[src/rtl/aes_pkg.sv]
// rtl/aes_pkg.sv - shared AES widths, GF(2^8) constants, helper functions and FSM encoding
// Used by the MixColumns and InvMixColumns datapaths.
// xtime multiplies by x modulo 0x11B.
// gf_mul_const multiplies by one of the small constants used in either matrix.
package aes_pkg;

  localparam int TEXT_WIDTH  = 128;
  localparam int BYTE_WIDTH  = 8;
  localparam int MATRIX_SIZE = 4;
  localparam int COL_WIDTH   = MATRIX_SIZE * BYTE_WIDTH;

  localparam logic [BYTE_WIDTH-1:0] GF_POLY = 8'h1B;
  localparam logic [BYTE_WIDTH-1:0] C_01    = 8'h01;
  localparam logic [BYTE_WIDTH-1:0] C_02    = 8'h02;
  localparam logic [BYTE_WIDTH-1:0] C_03    = 8'h03;
  localparam logic [BYTE_WIDTH-1:0] C_09    = 8'h09;
  localparam logic [BYTE_WIDTH-1:0] C_0B    = 8'h0B;
  localparam logic [BYTE_WIDTH-1:0] C_0D    = 8'h0D;
  localparam logic [BYTE_WIDTH-1:0] C_0E    = 8'h0E;

  typedef enum logic [1:0] {
    ST_IDLE = 2'd0,
    ST_BUSY = 2'd1,
    ST_DONE = 2'd2
  } aes_fsm_e;

  function automatic logic [BYTE_WIDTH-1:0] xtime(input logic [BYTE_WIDTH-1:0] a);
    return {a[BYTE_WIDTH-2:0], 1'b0} ^ (a[BYTE_WIDTH-1] ? GF_POLY : 8'h00);
  endfunction

  // Products come from one shared x2/x4/x8 chain.
  // Only the constants of the forward and inverse matrices are meaningful.
  function automatic logic [BYTE_WIDTH-1:0] gf_mul_const(input logic [BYTE_WIDTH-1:0] a,
                                                         input logic [BYTE_WIDTH-1:0] c);
    logic [BYTE_WIDTH-1:0] x2;
    logic [BYTE_WIDTH-1:0] x4;
    logic [BYTE_WIDTH-1:0] x8;
    logic [BYTE_WIDTH-1:0] r;
    x2 = xtime(a);
    x4 = xtime(x2);
    x8 = xtime(x4);
    case (c)
      C_01:    r = a;
      C_02:    r = x2;
      C_03:    r = x2 ^ a;
      C_09:    r = x8 ^ a;
      C_0B:    r = x8 ^ x2 ^ a;
      C_0D:    r = x8 ^ x4 ^ a;
      C_0E:    r = x8 ^ x4 ^ x2;
      default: r = '0;
    endcase
    return r;
  endfunction

endpackage

[src/rtl/inv_mix_single_column.sv]
// rtl/inv_mix_single_column.sv - combinational InvMixColumns on one 32-bit column
// Ports:
//   col_i : input column, row 0 in [31:24].
//   col_o : transformed column, same layout.
module inv_mix_single_column
  import aes_pkg::*;
(
  input  logic [COL_WIDTH-1:0] col_i,
  output logic [COL_WIDTH-1:0] col_o
);

  logic [BYTE_WIDTH-1:0] a0, a1, a2, a3;
  logic [BYTE_WIDTH-1:0] b0, b1, b2, b3;

  assign {a0, a1, a2, a3} = col_i;

  always_comb begin
    b0 = gf_mul_const(a0, C_0E) ^ gf_mul_const(a1, C_0B) ^ gf_mul_const(a2, C_0D) ^ gf_mul_const(a3, C_09);
    b1 = gf_mul_const(a0, C_09) ^ gf_mul_const(a1, C_0E) ^ gf_mul_const(a2, C_0B) ^ gf_mul_const(a3, C_0D);
    b2 = gf_mul_const(a0, C_0D) ^ gf_mul_const(a1, C_09) ^ gf_mul_const(a2, C_0E) ^ gf_mul_const(a3, C_0B);
    b3 = gf_mul_const(a0, C_0B) ^ gf_mul_const(a1, C_0D) ^ gf_mul_const(a2, C_09) ^ gf_mul_const(a3, C_0E);
  end

  assign col_o = {b0, b1, b2, b3};

endmodule

[src/rtl/inv_mixcolumns_iter.sv]
// rtl/inv_mixcolumns_iter.sv - iterative AES InvMixColumns, COLS_PER_CYCLE columns per clock
// Ports:
//   clk_i, rst_i       : clock and asynchronous active-high reset.
//   state_i/valid_i/ready_o : input state handshake (column 0 in [127:96]).
//   state_o/valid_o/ready_i : result handshake; the result is held until ready_i.
// Legal values of COLS_PER_CYCLE are 1, 2 and 4.
module inv_mixcolumns_iter
  import aes_pkg::*;
#(
  parameter int COLS_PER_CYCLE = 1
) (
  input  logic                  clk_i,
  input  logic                  rst_i,
  input  logic [TEXT_WIDTH-1:0] state_i,
  input  logic                  valid_i,
  output logic                  ready_o,
  output logic [TEXT_WIDTH-1:0] state_o,
  output logic                  valid_o,
  input  logic                  ready_i
);

  // Packed column view of the working register.
  // Column c sits at index 3-c, so the flat bits match the state_i layout.
  typedef logic [MATRIX_SIZE-1:0][COL_WIDTH-1:0] state_cols_t;

  // Value of the counter when the final group of columns is processed.
  localparam logic [1:0] LAST_CNT = 2'(MATRIX_SIZE - COLS_PER_CYCLE);

  aes_fsm_e    fsm_q, fsm_d;
  logic [1:0]  cnt_q, cnt_d;
  state_cols_t work_q, work_d;
  logic        ready_q, ready_d;
  logic        valid_q, valid_d;

  logic [1:0]           col_idx [COLS_PER_CYCLE];
  logic [COL_WIDTH-1:0] col_in  [COLS_PER_CYCLE];
  logic [COL_WIDTH-1:0] col_out [COLS_PER_CYCLE];

  always_comb begin
    for (int i = 0; i < COLS_PER_CYCLE; i++) begin
      col_idx[i] = cnt_q + 2'(i);
      col_in[i]  = work_q[2'd3 - col_idx[i]];
    end
  end

  for (genvar g = 0; g < COLS_PER_CYCLE; g++) begin : g_col
    inv_mix_single_column u_col (
      .col_i (col_in[g]),
      .col_o (col_out[g])
    );
  end

  always_comb begin
    fsm_d   = fsm_q;
    cnt_d   = cnt_q;
    work_d  = work_q;
    ready_d = ready_q;
    valid_d = valid_q;
    case (fsm_q)
      ST_IDLE: begin
        if (valid_i && ready_q) begin
          work_d  = state_i;
          cnt_d   = '0;
          ready_d = 1'b0;
          fsm_d   = ST_BUSY;
        end
      end
      ST_BUSY: begin
        for (int i = 0; i < COLS_PER_CYCLE; i++) begin
          work_d[2'd3 - col_idx[i]] = col_out[i];
        end
        // The counter wraps back to 0 on the last group.
        // The FSM leaves BUSY at the same time.
        cnt_d = cnt_q + 2'(COLS_PER_CYCLE);
        if (cnt_q == LAST_CNT) begin
          valid_d = 1'b1;
          fsm_d   = ST_DONE;
        end
      end
      ST_DONE: begin
        if (ready_i) begin
          valid_d = 1'b0;
          ready_d = 1'b1;
          fsm_d   = ST_IDLE;
        end
      end
      default: begin
        fsm_d   = ST_IDLE;
        cnt_d   = '0;
        ready_d = 1'b1;
        valid_d = 1'b0;
      end
    endcase
  end

  always_ff @(posedge clk_i or posedge rst_i) begin
    if (rst_i) begin
      fsm_q   <= ST_IDLE;
      cnt_q   <= '0;
      work_q  <= '0;
      ready_q <= 1'b1;
      valid_q <= 1'b0;
    end else begin
      fsm_q   <= fsm_d;
      cnt_q   <= cnt_d;
      work_q  <= work_d;
      ready_q <= ready_d;
      valid_q <= valid_d;
    end
  end

  assign ready_o = ready_q;
  assign valid_o = valid_q;
  assign state_o = work_q;

endmodule
[config.mk]
export PLATFORM = sky130hd
export DESIGN_NAME = inv_mixcolumns_iter
export DESIGN_NICKNAME = d
export VERILOG_FILES = /design/src/rtl/aes_pkg.sv /design/src/rtl/inv_mix_single_column.sv /design/src/rtl/inv_mixcolumns_iter.sv
export SDC_FILE = /design/constraint.sdc
export NUM_CORES = 1
export LEC_CHECK = 0
export BUFFER_PORTS_ARGS = -buffer_cell sky130_fd_sc_hd__buf_2
export CORE_UTILIZATION = 53
export DETAILED_ROUTE_END_ITERATION = 10
export GPL_TIMING_DRIVEN = 1
export PLACE_DENSITY_LB_ADDON = 0.15
export SYNTH_ARGS = -nofsm -noshare
export SYNTH_HDL_FRONTEND = slang
export SYNTH_SLANG_ARGS = --single-unit
[constraint.sdc]
create_clock -name clk_i -period 5.12 [get_ports clk_i]
set_clock_uncertainty 0.05 [all_clocks]
set_input_delay 0.512 -clock clk_i [delete_from_list [all_inputs] [get_ports clk_i]]
set_output_delay 0.512 -clock clk_i [all_outputs]
set_load 0.005 [all_outputs]
==> flow_summary.ini <==
[run_status]
outcome = complete, no violations

[routing]
first_pass_iters = 6
postRouteAntennaNets = 0
via_per_inst = 6.39
avgRoutedWirePerCell_um = 25.3
drt_iter0_drc = 686
drc = 0
vias = 7553
drt_wl_total_um = 30000

[critical_path]
reg2reg_slack_ns = 1.31
r2r-start = cnt_q[0]$_DFFE_PP0P_
r2r_cells = 7
cp_max_fo = 22
endpoint_kind = register
startpoint_type = register
cp.arrival_ns = 4.02
startpoint = cnt_q[0]$_DFFE_PP0P_
endpoint = state_o[43]$_DFFE_PP0P_
worstSetupPathType = register to register
cp.required_ns = 5.33
reg2reg_to = state_o[43]$_DFFE_PP0P_

[worst_hold_path]
hold_class = input pin to register
holdPathStages = 3

[synth]
synth_area_um2 = 8890
synth.yosys.warnings = 0
ys_ff_latch = 134
synth.area.top_cells = dfrtp_1 (37%), xnor3_1 (8.9%), xnor2_1 (8.7%)
synth_top_area_share_pct = 37.4
synth_cells = 723
ys_seq_area_share_pct = 37.7
ys_types = 34
yosysTopAreaCell = dfrtp_1
syn_avg_cell_area_um2 = 12.3
synth_nets = 859

[sta]
finalSetupViolCount = 0
relSlewSlack_pct = 20.2
setup_tns_ns = 0
min_period_over_period_pct = 74.4
rsz0062_at_grt = false
fin_crit_ns = 3.81
drv_slew = 0
timing.fmax_ghz = 0.263
worst-slew-pin-transition_ns = 1.19
hold_slack_ns = 0.262
hold_viol = 0

[floorplanning]
die_x_um = 132
die_area_um2 = 17300
start_util_pct = 55.2
core_area_um2 = 16100
fp-row-count = 46
die_y_um = 132
ios = 262

[grt]
grt_usage_pct = 35.1
grt_pass1_wl_um = 45200
grt_pass1_vias = 7535
grt_max_degree = 79
antenna_found_initial = 1
overflow = 0

[cts]
htree_levels = 4
cts_tree = done
path_clk_slew_ns = 0.06
cts_sinks = 134
postCtsSetupRepairBufs = 0
clock_latency_ns = 0.43
cts.repair.resized = 0
root_buffer = clkbuf_16
cts_made_buffers = 17
clock_path_buffers = 2

[cells_and_area]
n_antenna_cell = 0
nNetsFinal = 1089
drive_gt1_share_pct = 38.1
area_growth_pct = 23.0
seqCellArea_um2 = 3360
fillers = 1244
multi_input_area_um2 = 5250

[placement]
gp_congestion = 0.935
dpl.hpwl_um = 21900
port_buffers = 261

[flow_run]
cap_viol_max_count = 0
## logic make-up after synthesis
group                      share of synthesized area (%)
xor gates and xnor gates                            27.8
muxes                                               8.28
adders and majority gates                          0.563
AOI/OAI and AO/OA                                   19.8
and+or+nand+nor                                     1.98
DFF                                                 37.7
buffers and inverters                               3.76
## area by class of cell
cell class                      count  share of cell area [%]
Timing Repair Buffer              275                    12.9
Inverter                            3                   0.126
Tap cell                          216                    2.47
Sequential cell                   134                    30.7
Multi-Input combinational cell    522                    48.0
Clock inverter                     12                    1.50
Clock buffer                       20                    4.27
## worst max-delay path: stages (launching register included)
cell	delay, ns
dfrtp_2	0.71
buf_4	0.48
mux4_2	0.70
xnor3_2	0.46
xnor3_2	0.56
xnor2_4	0.22
xnor2_2	0.33
o21ai_1	0.10
## worst min-delay path by stage
stage	from	end	slack [ns]
global placement	rst_i	state_o[6]$_DFFE_PP0P_	0.38
finish	state_i[48]	state_o[48]$_DFFE_PP0P_	0.26
detailed placement	rst_i	state_o[102]$_DFFE_PP0P_	0.38
global route	state_i[48]	state_o[48]$_DFFE_PP0P_	0.27
CTS	state_i[48]	state_o[48]$_DFFE_PP0P_	0.26
floorplan	valid_o$_DFFE_PP0P_	valid_o$_DFFE_PP0P_	0.44
## registers in the layout, summed over array words and instances, names as in the netlist
signal   cells
ready_o      1
state_o    128
cnt_q        2
valid_o      1
fsm_q        2
## cells in the final DEF (no fill, tap or decap), drive strengths merged, types with 13 or more instances in the layout
cell,instances
buf,274
dfrtp,133
xnor2,108
o21ai,88
a22oi,84
xnor3,38
a22o,37
a21o,36
xor2,32
mux4,32
clkbuf,20
nand2,15
nor2,13
## synth_stat cells, drive strengths merged
cell type	count
a22oi	84
a21oi	6
nand2b	2
dfrtp	133
o21ai	88
a22o	37
clkbuf	42
nor2b	2
nand2	15
xor3	7
xnor3	38
xor2	32
a21o	36
nor2	13
xnor2	108
nand3	8
dfstp	1
inv	3
o211ai	8
mux4	32
ha	4
or2	1
buf	22
o22a	1
## metrics by stage
stage / area (um^2) / utilization [%] / worst slack (ns) / std cells
after detailed placement: 10300 / 63.8 / 1.32 / 1149
after CTS: 10900 / 67.8 / 1.30 / 1182
after global placement: 10300 / 63.8 / 1.39 / 1149
after global routing: 10900 / 67.8 / 1.10 / 1182
after floorplan: 8890 / - / 0.977 / 723
final: 10900 / 67.8 / 1.31 / 1182
## layer usage
metal	part of all wire [%]	track usage, %	vias to the layer above
li1	-	-	3156
met1	39	47.9	3794
met2	48	54.9	542
met3	10	7.75	59
met4	2.7	13.4	2
met5	0.043	0	-
## repair_timing
action / CTS / global route
hold endpoints to repair: 11 / 0
hold buffers: 1 / 0
endpoints found under the setup margin: 0 / 0
Power is not shown: default switching activity piles up to over one toggle a cycle in this logic, so the estimate is an artifact.
